==> config.mk <==
export PLATFORM = sky130hd
export DESIGN_NAME = instr_encode_loader
export DESIGN_NICKNAME = d
export VERILOG_FILES = /design/src/rtl/riscv_pkg.sv /design/src/rtl/instr_format_pack.sv /design/src/rtl/instr_encode_loader.sv
export SDC_FILE = /design/constraint.sdc
export NUM_CORES = 1
export LEC_CHECK = 0
export ABC_CLOCK_PERIOD_IN_PS = 1900
export BUFFER_PORTS_ARGS = -buffer_cell sky130_fd_sc_hd__buf_2
export CAP_MARGIN = 10
export CORE_ASPECT_RATIO = 0.8
export CORE_MARGIN = 5
export CORE_UTILIZATION = 52
export CTS_CLUSTER_SIZE = 16
export DETAILED_ROUTE_END_ITERATION = 16
export HOLD_SLACK_MARGIN = 0.03
export PLACE_DENSITY = 0.88
export SLEW_MARGIN = 0
export SYNTH_ARGS = -nofsm -noshare
export SYNTH_HDL_FRONTEND = slang
export SYNTH_SLANG_ARGS = --single-unit
==> constraint.sdc <==
create_clock -name clk -period 1.9 [get_ports clk]
set_input_delay 0.38 -clock clk [delete_from_list [all_inputs] [get_ports clk]]
set_output_delay 0.38 -clock clk [all_outputs]
set_load 0.03 [all_outputs]
==> src/rtl/riscv_pkg.sv <==
// Shared RV32I encoding constants: opcodes, loader field-bundle format codes,
// canonical NOP and the loader FSM state type.
package riscv_pkg;

  // Major opcodes, shared with the control decoder
  localparam logic [6:0] OP_R      = 7'b0110011;
  localparam logic [6:0] OP_I      = 7'b0010011;
  localparam logic [6:0] OP_LOAD   = 7'b0000011;
  localparam logic [6:0] OP_STORE  = 7'b0100011;
  localparam logic [6:0] OP_BRANCH = 7'b1100011;

  // Format selector carried with each field bundle; 5..7 are illegal
  localparam logic [2:0] FMT_R      = 3'd0;
  localparam logic [2:0] FMT_I      = 3'd1;
  localparam logic [2:0] FMT_LOAD   = 3'd2;
  localparam logic [2:0] FMT_STORE  = 3'd3;
  localparam logic [2:0] FMT_BRANCH = 3'd4;

  // addi x0, x0, 0
  localparam logic [31:0] INSTR_NOP = 32'h00000013;

  typedef enum logic [1:0] {
    StIdle,
    StEnc,
    StWr,
    StFull
  } loader_state_e;

endpackage

==> src/rtl/instr_format_pack.sv <==
// Combinational packer: decoded fields + format -> 32-bit RV32I word.
// Unsupported formats yield an all-zero word and raise illegal.
module instr_format_pack
  import riscv_pkg::*;
(
  input  logic [2:0]  fmt,
  input  logic [4:0]  rd,
  input  logic [4:0]  rs1,
  input  logic [4:0]  rs2,
  input  logic [2:0]  funct3,
  input  logic [6:0]  funct7,
  input  logic [12:0] imm,
  output logic [31:0] word,
  output logic        illegal
);

  // Select the bit layout for the requested format
  always_comb begin
    word    = '0;
    illegal = 1'b0;
    case (fmt)
      FMT_R:      word = {funct7, rs2, rs1, funct3, rd, OP_R};
      FMT_I:      word = {imm[11:0], rs1, funct3, rd, OP_I};
      FMT_LOAD:   word = {imm[11:0], rs1, funct3, rd, OP_LOAD};
      FMT_STORE:  word = {imm[11:5], rs2, rs1, funct3, imm[4:0], OP_STORE};
      // imm[0] is implicitly zero for branch offsets
      FMT_BRANCH: word = {imm[12], imm[10:5], rs2, rs1, funct3, imm[4:1], imm[11], OP_BRANCH};
      default:    illegal = 1'b1;
    endcase
  end

endmodule

==> src/rtl/instr_encode_loader.sv <==
// Instruction encode/loader: accepts decoded field bundles over valid/ready,
// packs each into an RV32I word and writes it to the next imem word.
// Optional build macro INSTR_ENC_ILLEGAL_NOP_EN: illegal formats are written
// as a NOP (still flagging err) instead of being dropped.
module instr_encode_loader
  import riscv_pkg::*;
#(
  parameter int unsigned IMEM_DEPTH = 256,
  parameter int unsigned ADDR_W     = 10
) (
  input  logic              clk,
  input  logic              rst_n,
  input  logic              in_valid,
  output logic              in_ready,
  input  logic [2:0]        fmt,
  input  logic [4:0]        rd,
  input  logic [4:0]        rs1,
  input  logic [4:0]        rs2,
  input  logic [2:0]        funct3,
  input  logic [6:0]        funct7,
  input  logic [12:0]       imm,
  input  logic              clear,
  output logic              imem_we,
  output logic [ADDR_W-1:0] imem_addr,
  output logic [31:0]       imem_wdata,
  output logic              full,
  output logic              err
);

  localparam int unsigned IdxW = (IMEM_DEPTH > 1) ? $clog2(IMEM_DEPTH) : 1;
  localparam logic [IdxW-1:0] LastIdx = IdxW'(IMEM_DEPTH - 1);

  loader_state_e state_q, state_d;

  logic [2:0]      fmt_q;
  logic [4:0]      rd_q, rs1_q, rs2_q;
  logic [2:0]      funct3_q;
  logic [6:0]      funct7_q;
  logic [12:0]     imm_q;
  logic [31:0]     wdata_q;
  logic [IdxW-1:0] idx_q;
  logic            err_q;

  logic [31:0] packed_word;
  logic        packed_illegal;
  logic        accept;
  logic        rewind;

  instr_format_pack u_pack (
    .fmt     (fmt_q),
    .rd      (rd_q),
    .rs1     (rs1_q),
    .rs2     (rs2_q),
    .funct3  (funct3_q),
    .funct7  (funct7_q),
    .imm     (imm_q),
    .word    (packed_word),
    .illegal (packed_illegal)
  );

  // clear only acts in the resting states; it pre-empts a handshake in IDLE
  assign rewind = clear && ((state_q == StIdle) || (state_q == StFull));
  assign accept = in_valid && in_ready;

  // State register
  always_ff @(posedge clk or negedge rst_n) begin
    if (!rst_n) state_q <= StIdle;
    else        state_q <= state_d;
  end

  // Next-state logic
  always_comb begin
    state_d = state_q;
    case (state_q)
      StIdle: if (accept) state_d = StEnc;
      StEnc: begin
`ifdef INSTR_ENC_ILLEGAL_NOP_EN
        state_d = StWr;
`else
        state_d = packed_illegal ? StIdle : StWr;
`endif
      end
      StWr:   state_d = (idx_q == LastIdx) ? StFull : StIdle;
      StFull: if (clear) state_d = StIdle;
      default: state_d = StIdle;
    endcase
  end

  // Outputs decoded from state; in_ready held low while reset is asserted
  always_comb begin
    in_ready = rst_n && (state_q == StIdle) && !clear;
    imem_we  = (state_q == StWr);
    full     = (state_q == StFull);
  end

  // Capture registers, encoded word, write index and sticky error
  always_ff @(posedge clk or negedge rst_n) begin
    if (!rst_n) begin
      fmt_q    <= '0;
      rd_q     <= '0;
      rs1_q    <= '0;
      rs2_q    <= '0;
      funct3_q <= '0;
      funct7_q <= '0;
      imm_q    <= '0;
      wdata_q  <= '0;
      idx_q    <= '0;
      err_q    <= 1'b0;
    end else begin
      if (rewind) begin
        idx_q <= '0;
        err_q <= 1'b0;
      end
      if (accept) begin
        fmt_q    <= fmt;
        rd_q     <= rd;
        rs1_q    <= rs1;
        rs2_q    <= rs2;
        funct3_q <= funct3;
        funct7_q <= funct7;
        imm_q    <= imm;
      end
      if (state_q == StEnc) begin
        if (packed_illegal) err_q <= 1'b1;
`ifdef INSTR_ENC_ILLEGAL_NOP_EN
        wdata_q <= packed_illegal ? INSTR_NOP : packed_word;
`else
        if (!packed_illegal) wdata_q <= packed_word;
`endif
      end
      // Power-of-two depth: the index wraps to 0 after the last word
      if (state_q == StWr) idx_q <= idx_q + 1'b1;
    end
  end

  assign imem_addr  = ADDR_W'({idx_q, 2'b00});
  assign imem_wdata = wdata_q;
  assign err        = err_q;

endmodule

=== Word-level counts from Yosys, hierarchy flattened ===
Index checks and enable logic that the tools add are counted.

* Flip-flop bits (word level): 84
* Bits of input ports: 45
* Output and inout port bits: 46
* Word-level logic and storage cells: 45

* Add/subtract/negate cells: 1
* Eq/ne operators: 10
* Muxes and demuxes: 11
* Reductions and logical operators: 12

{| class="wikitable"
|+ Operators by type and width
! operator !! count
|-
| case mux 32 bit (5 select lines) || 1
|-
| two-way mux 8 bit || 2
|-
| adder 8 x 1 -> 8 bit, second input constant || 1
|-
| == test 8 bit, second input constant || 1
|-
| two-way mux 2 bit || 4
|-
| case mux 2 bit (4 select lines) || 1
|-
| == test 3 x 2 -> 1 bit, second input constant || 2
|-
| OR reduction 5 bit || 1
|-
| == test 2 bit, second input constant || 2
|-
| logical AND 1 bit || 4
|-
| inequality test 2 bit, second input constant || 2
|-
| AND reduction 2 bit || 2
|-
| == test 3 x 1 -> 1 bit, second input constant || 1
|-
| == test 3 bit, second input constant || 1
|-
| logical NOT 3 bit || 1
|-
| two-way mux 1 bit || 3
|-
| == test 2 x 1 -> 1 bit, second input constant || 1
|-
| logical NOT 2 bit || 1
|-
| nonzero test 2 bit || 1
|-
| logical NOT 1 bit || 1
|-
| logical OR 1 bit || 1
|}

=== Longest topological paths before layout ===
Gate-level depths: netlist of run 1.

* Word-level depth: 6
* Gate-level depth with buffers: 7
* Mapped depth without buffers: 6

=== Modules after synthesis ===
Synthesis of run 1 repeated with hierarchy kept, for this count alone.

* Cell total of the unflattened synthesis: 314
* Area total of the unflattened synthesis: 4,132.7 µm²

{| class="wikitable"
|+ By module, submodules not included
! module !! times used !! cells each !! area each (µm²) !! seq. area each (µm²)
|-
| instr_encode_loader || 1 || 217 || 3,374.5 || 2,102.0
|-
| instr_format_pack || 1 || 97 || 758.2 || 0.0
|}

=== Worst setup path after synthesis of run 1 ===
OpenSTA, ideal clock, no wires.

* Path kind: register to register
* Start: reg state_q[0]
* End: reg state_q[1]
* Setup time: 83 ps
* Arrival time: 1,642 ps
* Required time: 1,817 ps
* Setup slack: 175 ps
* Cell stages (with the launch flop): 8
* Path buffers: 1
* Clock period less this slack: 1,725 ps
* Path through: dfrtp_1 > inv_1 > ha_1 > clkbuf_1 > nand3_1 > nor3_1 > o211ai_1 > o21ai_0

* Elaborated cells on any way between the ends: 11
* Those cells by class: 5 x eq/ne; 1 x mux; 5 x reduce/logical

{| class="wikitable"
|+ RTL lines
! item !! line !! text
|-
| start, declared || instr_encode_loader.sv:33 || <nowiki>loader_state_e state_q, state_d;</nowiki>
|-
| start signal, assigned || instr_encode_loader.sv:67 || <nowiki>if (!rst_n) state_q <= StIdle;</nowiki>
|-
| start signal, assigned || instr_encode_loader.sv:68 || <nowiki>else state_q <= state_d;</nowiki>
|-
| == test 2 bit || - ||
|-
| named net imem_we || instr_encode_loader.sv:23 || <nowiki>output logic imem_we,</nowiki>
|-
| case mux 2 bit (4 select lines) || instr_encode_loader.sv:74 || <nowiki>case (state_q)</nowiki>
|}

The timed path passes the listed nets, and every way through them passes these cells.
A chain may end at the register's enable or synchronous reset.

=== Worst setup path in the final report of run 1 ===
* Start: in rst_n
* End: out in_ready

* Longest elaborated chain between the ends: 2

{| class="wikitable"
|+ RTL lines
! item !! line !! text
|-
| start, declared || instr_encode_loader.sv:12 || <nowiki>input logic rst_n,</nowiki>
|-
| logical AND 1 bit (2 in series) || instr_encode_loader.sv:91 || <nowiki>in_ready = rst_n && (state_q == StIdle) && !clear;</nowiki>
|-
| end, declared || instr_encode_loader.sv:14 || <nowiki>output logic in_ready,</nowiki>
|}

Every way passes these cells.

==> impl_results.md, run 1 <==
- Fmax: 0.552 GHz
- First-pass GRT wire length: 12.3 mm
- Status: complete, no violations
- Clock transition at path regs: 0.08 ns
- Number of fill cells: 544
- Area growth, synth to finish: 20.8%
- Initial DRC count: 146
- Post-CTS setup buffer count: 0
- Unrepaired setup endpoints after global routing: no
- Crit path DAT: ~1.4 ns
- CP cell instances: dlygate4sd3_1 -> buf_6 -> and3b_1 -> clkbuf_4
- Count of pins over their slew limit: 0
- Post-route antenna net violation count: 0
- Setup crit start kind: primary input
- CTS tree: built
- Critical path peak fanout: 12
- Clock latency on the worst-skew pair: 0.34 ns
- Routed WL per cell: approximately 16 um
- Yosys Warn Count: 0
- Cells after Synth: ~290
- Antenna violations before repair: 0
- Vias/cell: 5.26
- Clock sinks: 81
- Largest cells by area after synthesis: dfrtp_1, mux2_2, nand2_1
- P per Cell Area: 1740 nW/um^2
- Setup TNS: 0 ns
- Core ar.: 6470 um^2
- FF+latch count, synth: 81
- Worst R2R Start: state_q[1]
- Slew HR: 40.0%
- Total congestion overflow: 0
- Slew @ Worst Pin: 0.900 ns
- Pin count of the biggest net entering global routing: 74
- # H-tree levels: 3
- Worst Setup SP: rst_n
- Worst path required time: roughly 1.5 ns
- Max_cap viols: 0
- Worst-case clock buffer depth: 2
- Via count: 2478
- Row cnt: 26
- Post-route clock period utilization: 95.3%
- Maximum VDD drop: 1110 uV
- Final #Nets: 434
- Vias in the first global route: about 2500
- Share of layout cells above drive strength 1: around two fifths
- Min Tclk post-route: between 1.5 and 2 ns
- HPWL after DPL: 5.36 mm
- Leakage: 2.09 nW
- Clock skew: 0.00823 ns
- Netlist Area Pre-Place: 3520 um^2
- Yosys top cell area share: between 50% and 60%
- Leading cell type in the layout, fill and taps excluded: buf_2
- Commonest non-fill, non-tap cells in the layout: buf_2, dfrtp_1, nand2_1
- CP endpoint kind: output port
- Final Hold Violating Endpoints: 0
- TritonCTS Buffers: 9
- I/O Buffers: 86
- DRT Pass-1 Iters: 4
- Final setup vio count: 0
- Max incr delay on CP: 0.54 ns
- Hold crit path type: in2reg
- Synth area leader: dfrtp_1
- Clock Tree Root: clkbuf_8
- FF+latch area: between 2000 and 2500 um^2
- Setup Crit Path Kind: in2out
- Mean Syn Cell Area: 12.1 um^2
- Hold_ws: 0.267 ns
- Die area: 8520 um^2
- DRC Markers: 0
- Worst path slowest cell: dlygate4sd3_1
- GRT Total Usage: 18.4%
- Seq/Total Area, Yosys: 57.6%
- Die Y: 83.6 um
- Total Wirelength: approximately 7.3 mm
- Width of the die: roughly 100 um
- Multi-input gate area: 1360 um^2
- Hold wc startpoint: rs2[3]
- Number of distinct library cells after synthesis: 39
- Ports: slightly above 90
- Initial Util: 54.4%
- Inserted Diodes: 0
- Routability Congestion: slightly below 0.8
[worst paths after layout]
kind	end	slack [ns]	cells past startpoint
max	in_ready	0.09	4
min	rs2_q[3]	0.27	2
max reg2reg	imem_wdata[21]	0.21	6
min reg2reg	imem_wdata[16]	0.47	2
max in group asynchronous	imem_wdata[31]	0.40	3
min in group asynchronous	idx_q[3]	0.40	2
[per-layer routing]
metal  vias up  share of wire (%)  GRT usage [%]  routed length [um]
met1      1196                 45           24.6                3270
met3        12                6.6           5.76                 485
met2        86                 47           28.4                3430
met5         -                  0              0                   0
li1       1184                  -              -                   -
met4         0                1.7           6.44                 122
[logic make-up after synthesis]
| kind of cell | share of synthesized area [%] |
|---|---|
| other | 0.107 |
| adder cells (fa/ha/maj) | 2.13 |
| multiplexers | 16.3 |
| buffers and inverters | 4.16 |
| AND/OR/NAND/NOR | 11.0 |
| flip-flops | 57.6 |
| AO/OA/AOI/OAI | 8.21 |
| XOR/XNOR | 0.498 |
[per-stage QoR]
step	worst slack, ns	instance area, um^2	power, mW	utilization [%]	cells
2_1_floorplan	0.175	3530	5.25	-	294
3_3_place_gp	0.241	4020	5.95	62.1	455
3_5_place_dp	0.161	4020	6.10	62.1	455
4_1_cts	0.0487	4240	7.45	65.5	471
5_1_grt	0.0161	4250	7.94	65.7	471
6_report	0.0890	4250	7.40	65.7	471
[worst max-delay path: cells and delay by family]
family	cells	cell delay, ns
simple gates	1	0.16
buf+inv	3	0.88
[where the power goes]
| group | total, mW | leakage (nW) | internal, mW | switching, mW |
|---|---|---|---|---|
| Sequential | 3.02 | 0.994 | 2.50 | 0.519 |
| Clock | 1.33 | 0.102 | 0.733 | 0.596 |
| Combinational | 3.05 | 0.992 | 1.22 | 1.83 |
[cells in the mapped netlist, drive strengths merged]
master,count
o31ai,1
ha,6
and3b,1
a21o,1
dfrtp,81
a22oi,5
inv,5
o211ai,2
a21oi,7
mux2,42
o21ai,16
nor2,18
nand4,2
a41oi,1
mux2i,10
clkbuf,1
nand2b,2
xnor2,2
conb,1
or2,2
a32o,1
nor3,2
nand2,45
nand3,6
a22o,2
nor2b,3
buf,17
nand3b,2
and3,1
nand4b,1
a221oi,5
[registers in the layout, indices dropped and copies added (netlist names)]
name / flops
fmt_q: 3
rs2_q: 5
err: 1
idx_q: 8
state_q: 2
rs1_q: 5
funct3_q: 3
rd_q: 5
funct7_q: 7
imem_wdata: 29
imm_q: 13
[final cells by class]
type                    instances  area share [%]
multi-input cells             190            32.0
repair buffers                 96            12.4
clock inverters                 5            1.91
well taps                      84            2.47
inverters                       5           0.441
clock buffers                  10            3.00
flip-flops and latches         81            47.7
[repair_timing]
item,in CTS,in global routing
hold endpoints to repair,8,0
setup endpoints to repair,1,3
pin swaps,0,0
hold buffers,1,0
gates resized for setup,1,5
No activity file was read; power rests on OpenSTA's default activity.
==> inputs of run 2 (changes only) <==
--- a/config.mk
+++ b/config.mk
@@ -11,6 +11,7 @@
 export CORE_ASPECT_RATIO = 0.8
 export CORE_MARGIN = 5
 export CORE_UTILIZATION = 52
+export CTS_BUF_LIST = sky130_fd_sc_hd__clkbuf_16
 export CTS_CLUSTER_SIZE = 16
 export DETAILED_ROUTE_END_ITERATION = 16
 export HOLD_SLACK_MARGIN = 0.03
==> run 2 against run 1 <==
Compared with the run above:
- routed wire length rose by 3.0%
- cell count unchanged
- critical path depth unchanged
- first-iteration DRC count is 7.5% lower
- sequential power about the same
- die area did not move
- register-to-register slack gained 0.02 ns
- flip-flop and latch count unchanged
- critical endpoint unchanged
==> impl_results.md, run 2 (synthesized netlist as in run 1, its figures left out) <==
- Status: complete, no violations (unchanged)
- Min Tclk post-route: 1.81 ns (about the same)
- Total Wirelength: 7.53 mm (was 7.31 mm)
- Die area: 8520 um^2 (unchanged)
- Maximum VDD drop: 1120 uV (was 1110 uV)
- PnR worst setup slack: 0.0872 ns (was 0.0890 ns)
- P per Cell Area: 1810 nW/um^2 (was 1740 nW/um^2)
- Ports: 91 (unchanged)
- Via count: 2469 (was 2478)
- CTS tree: built (unchanged)
- First-pass GRT wire length: 12.5 mm (was 12.3 mm)
- Unrepaired setup endpoints after global routing: no (unchanged)
- Worst-case clock buffer depth: 2 (unchanged)
- Clock transition at path regs: 0.06 ns (was 0.08 ns)
- Final Hold Violating Endpoints: 0 (unchanged)
- Pin count of the biggest net entering global routing: 74 (unchanged)
- Clock latency on the worst-skew pair: 0.33 ns (was 0.34 ns)
- Final setup vio count: 0 (unchanged)
- Number of flip-flops under the largest register name: 29 (unchanged)
- Width of the die: 102 um (unchanged)
- Vias in the first global route: 2552 (was 2533)
- GRT Total Usage: 18.8% (was 18.4%)
- Die Y: 83.6 um (unchanged)
- Clock skew: 0.00759 ns (was 0.00823 ns)
- TritonCTS Buffers: 9 (unchanged)
- Antenna violations before repair: 0 (unchanged)
- Routability Congestion: 0.782 (unchanged)
- Routed WL per cell: 16.0 um (was 15.5 um)
- Post-route antenna net violation count: 0 (unchanged)
- Clock sinks: 81 (unchanged)
- Crit path DAT: 1.43 ns (about the same)
- DRT Pass-1 Iters: 4 (unchanged)
- Slew @ Worst Pin: 0.898 ns (was 0.900 ns)
- Initial Util: 54.4% (unchanged)
- HPWL after DPL: 5.36 mm (unchanged)
- Max_cap viols: 0 (unchanged)
- Pre-CTS WS: 0.161 ns (unchanged)
- # H-tree levels: 3 (unchanged)
- Post-route clock period utilization: 95.4% (was 95.3%)
- Post-CTS setup buffer count: 0 (unchanged)
- Count of pins over their slew limit: 0 (unchanged)
- Fmax: 0.552 GHz (about the same)
- Leakage: 2.14 nW (was 2.09 nW)
- Slew HR: 40.1% (was 40.0%)
- Core ar.: 6470 um^2 (unchanged)
- Critical path peak fanout: 12 (unchanged)
- CP endpoint kind: output port (unchanged)
- Clock Tree Root: clkbuf_16 (was clkbuf_8)
- Total congestion overflow: 0 (unchanged)
- Area growth, synth to finish: 23.7% (was 20.8%)
- Initial DRC count: 135 (was 146)
- I/O Buffers: 86 (unchanged)
- Row cnt: 26 (unchanged)
- Leading cell type in the layout, fill and taps excluded: buf_2 (unchanged)
- Setup crit start kind: primary input (unchanged)
- Setup Crit Path Kind: in2out (unchanged)
- Hold crit path type: in2reg (unchanged)
- Inserted Diodes: 0 (unchanged)
- DRC Markers: 0 (unchanged)
- Commonest non-fill, non-tap cells in the layout: buf_2, dfrtp_1, nand2_1 (unchanged)
- Setup TNS: 0 ns (unchanged)
- Vias/cell: 5.24 (was 5.26)
- Share of layout cells above drive strength 1: 41.6% (unchanged)
- Final #Nets: 434 (unchanged)
- Worst path required time: 1.52 ns (about the same)
## run 2: critical path, stage by stage
cell           delay (ns)
dlygate4sd3_1        0.54
buf_6                0.16
and3b_1              0.16
buf_2                0.19
## run 2: worst paths after layout
path,startpoint,endpoint,slack [ns],depth (start not counted)
min in group asynchronous,rst_n,idx_q[3],0.42,2
worst min-delay path,rs2[3],rs2_q[3],0.28,2
worst max-delay path,rst_n,in_ready,0.09,4
max in group asynchronous,rst_n,imm_q[11],0.38,3
worst min register to register,rs1_q[1],imem_wdata[16],0.47,2
worst max register to register,state_q[1],imem_wdata[17],0.23,7
## run 2: metal layers
metal | routed length, um | GRT usage [%]
met5 | 0 | 0
met3 | 503 | 6.27
met2 | 3670 | 29.1
met4 | 91 | 5.36
met1 | 3260 | 25.1
## run 2: cell type report
class                      count  area (um^2)
fill                         531         2120
sequential                    81         2030
inverter                       5         18.8
timing repair buffer          96          527
clock buffer                   9          225
tap                           84          105
clock inverter                 6         85.1
multi-input combinational    190         1370
## run 2: power by group
| part | leakage, nW | switching (mW) | internal [mW] | total [mW] |
|---|---|---|---|---|
| sequential | 0.994 | 0.522 | 2.51 | 3.03 |
| clock | 0.153 | 0.651 | 1.14 | 1.79 |
| combinational | 0.992 | 1.85 | 1.22 | 3.07 |
| total | 2.14 | 3.03 | 4.86 | 7.89 |
## run 2: what timing repair did
| item | in CTS | in global routing |
|---|---|---|
| endpoints found under the setup margin | 1 | 4 |
| cloned | 0 | 0 |
| hold buffers | 1 | 0 |
| resized for setup | 1 | 4 |
| endpoints found under the hold margin | 8 | 0 |
## run 2: metrics by stage
step	utilization, %	cells	cell area [um^2]	hold slack (ns)	power (mW)
final	67.3	471	4350	0.280	7.89
after global routing	67.3	471	4350	0.266	8.43
after CTS	67.1	471	4340	0.273	7.94
after detailed placement	62.1	455	4020	0.225	6.10
after global placement	62.1	455	4020	0.220	5.95
after floorplan	-	294	3530	0.0844	5.25
==> inputs of run 3 (changes only) <==
--- a/config.mk
+++ b/config.mk
@@ -9,7 +9,7 @@
 export BUFFER_PORTS_ARGS = -buffer_cell sky130_fd_sc_hd__buf_2
 export CAP_MARGIN = 10
 export CORE_ASPECT_RATIO = 0.8
-export CORE_MARGIN = 5
+export CORE_MARGIN = 3
 export CORE_UTILIZATION = 52
 export CTS_BUF_LIST = sky130_fd_sc_hd__clkbuf_16
 export CTS_CLUSTER_SIZE = 16
==> run 3 against run 2 <==
Compared with the run above:
- flip-flop and latch count unchanged
- critical path depth unchanged
- worst setup slack worse by 0.0063 ns
- maximum frequency down 0.35%
- die area down 8.5%
- power down 2.4%
- largest power group unchanged
- routed wire length down 2.9%
==> impl_results.md, run 3 (synthesized netlist as in run 1, its figures left out) <==
- Total congestion overflow: 0 (unchanged)
- CP endpoint kind: output port (unchanged)
- Final #Nets: 436 (was 434)
- Max incr delay on CP: 0.41 ns (was 0.54 ns)
- HPWL after DPL: 5.16 mm (was 5.36 mm)
- FF-to-FF End: imem_wdata[11] (was imem_wdata[17])
- Number of fill cells: 514 (was 531)
- I/O Buffers: 86 (unchanged)
- Die area: 7800 um^2 (was 8520 um^2)
- Inserted Diodes: 0 (unchanged)
- Worst Hold Path Cells: 2 (unchanged)
- Post-route antenna net violation count: 0 (unchanged)
- Clock skew: 0.00544 ns (was 0.00759 ns)
- Cts hold-fix bufs: 0 (was 1)
- Post-route clock period utilization: 95.7% (was 95.4%)
- Clock latency on the worst-skew pair: 0.32 ns (was 0.33 ns)
- Internal power: 4.65 mW (was 4.86 mW)
- Area growth, synth to finish: 22.8% (was 23.7%)
- Met3 Wirelength: 439 um (was 503 um)
- Via count: 2469 (unchanged)
- Dpl cell area: 4040 um^2 (was 4020 um^2)
- Hold crit path type: in2reg (unchanged)
- Final setup vio count: 0 (unchanged)
- Metal2 WL: 3.46 mm (was 3.67 mm)
- Seq pwr share: 39.0% (was 38.4%)
- Crit path DAT: 1.44 ns (was 1.43 ns)
- Worst path slowest cell: dfrtp_1 (was dlygate4sd3_1)
- Clock sinks: 81 (unchanged)
- Routed WL per cell: 15.4 um (was 16.0 um)
- Die Y: 79.6 um (was 83.6 um)
- Final Util: 66.8% (was 67.3%)
- Comb power frac: 40.8% (was 39.0%)
- Initial DRC count: 128 (was 135)
- Fmax: 0.550 GHz (was 0.552 GHz)
- Critical path peak fanout: 4 (was 12)
- Met1 wire length: 3.34 mm (was 3.26 mm)
- Status: complete, no violations (unchanged)
- Sw Pwr: 3.05 mW (was 3.03 mW)
- Number of flip-flops under the largest register name: 29 (unchanged)
- Leakage: 2.12 nW (was 2.14 nW)
- Row cnt: 26 (unchanged)
- CP cell instances: inv_1 -> ha_2 -> and3b_1 -> buf_2 (was dlygate4sd3_1 -> buf_6 -> and3b_1 -> buf_2)
- Leading cell type in the layout, fill and taps excluded: buf_2 (unchanged)
- Sw Share: 39.6% (was 38.4%)
- P per Cell Area: 1780 nW/um^2 (was 1810 nW/um^2)
- TritonCTS Buffers: 9 (unchanged)
- Share of layout cells above drive strength 1: 41.5% (was 41.6%)
- Count of pins over their slew limit: 0 (unchanged)
- # H-tree levels: 3 (unchanged)
- Final Hold Violating Endpoints: 0 (unchanged)
- Clock transition at path regs: 0.06 ns (about the same)
- DRC Markers: 0 (unchanged)
- Final instance area: 4320 um^2 (was 4350 um^2)
- Worst path required time: 1.52 ns (about the same)
- Setup Crit Path Kind: reg2out (was in2out)
- Hold_ws: 0.280 ns (about the same)
- Worst-case clock buffer depth: 2 (unchanged)
- Maximum VDD drop: 928 uV (was 1120 uV)
- Setup TNS: 0 ns (unchanged)
- Pin count of the biggest net entering global routing: 82 (was 74)
- Hold wc startpoint: funct7[3] (was rs2[3])
- Hold path endpoint: funct7_q[3] (was rs2_q[3])
- Routability Congestion: 0.806 (was 0.782)
- Clock Tree Root: clkbuf_16 (unchanged)
- Commonest non-fill, non-tap cells in the layout: buf_2, dfrtp_1, nand2_1 (unchanged)
- Ports: 91 (unchanged)
- Min Tclk post-route: 1.82 ns (was 1.81 ns)
- Clk network pwr share: 20.2% (was 22.7%)
- Core ar.: 6470 um^2 (unchanged)
- Setup crit start kind: flip-flop (was primary input)
- Top routing layer used: met4 (unchanged)
- Worst R2R Start: state_q[1] (unchanged)
- Width of the die: 98.0 um (was 102 um)
- Max_cap viols: 0 (unchanged)
- Reg2reg path depth: 7 (unchanged)
- CTS-repair resized insts: 0 (was 1)
- First-pass GRT wire length: 12.5 mm (unchanged)
- Total Wirelength: 7.31 mm (was 7.53 mm)
- Slew HR: 33.3% (was 40.1%)
- Vias/cell: 5.21 (was 5.24)
- Post-CTS setup buffer count: 0 (unchanged)
- CTS tree: built (unchanged)
- Vias in the first global route: 2635 (was 2552)
- DRT Pass-1 Iters: 5 (was 4)
- Antenna violations before repair: 0 (unchanged)
- Slew @ Worst Pin: 1.00 ns (was 0.898 ns)
- GRT Total Usage: 19.9% (was 18.8%)
- Reg2Reg Setup Slack: 0.21 ns (was 0.23 ns)
- Initial Util: 54.4% (unchanged)
[run 3: layer usage]
layer,vias to the layer above,global-route usage (%)
li1,1196,-
met1,1183,27.4
met2,84,32.3
met3,6,5.15
met4,0,4.15
met5,-,0
[run 3: layout make-up]
| type | instances | area (um^2) | area share, % |
|---|---|---|---|
| multi-input cells | 190 | 1360 | 31.5 |
| well taps | 84 | 105 | 2.43 |
| inverters | 5 | 18.8 | 0.434 |
| flip-flops and latches | 81 | 2030 | 46.9 |
| clock inverters | 7 | 47.5 | 1.10 |
| repair buffers | 98 | 536 | 12.4 |
| clock buffers | 9 | 225 | 5.21 |
[run 3: critical path, delay by kind of cell (launching register included)]
kind / cells / cell delay (ns)
buffers and inverters: 2 / 0.33
and+or+nand+nor: 1 / 0.16
DFF: 1 / 0.41
adders and majority gates: 1 / 0.23
[run 3: worst max path at each step]
stage                from       endpoint  cells after the start
6_report       state_q[1]       in_ready                      4
3_5_place_dp   state_q[1]  imem_wdata[8]                      6
2_1_floorplan  state_q[0]     state_q[1]                      7
5_1_grt        state_q[1]       in_ready                      4
3_3_place_gp   state_q[1]  imem_wdata[8]                      6
4_1_cts        state_q[0]        imem_we                      3
[run 3: power groups by stage]
stage	logic (mW)	registers [mW]	clock network, mW
global placement	3.03	2.97	0
CTS	3.16	3.00	1.58
global route	3.48	3.09	1.66
detailed placement	3.13	3.01	0
floorplan	1.76	3.49	0
finish	3.14	3.00	1.56
[run 3: metrics by stage]
stage	worst slack (ns)	std cells	total power, mW
after floorplan	0.175	294	5.25
after global placement	0.307	458	6.00
after detailed placement	0.234	458	6.15
after CTS	0.0424	474	7.74
after global routing	-0.00319	474	8.23
final	0.0809	474	7.70
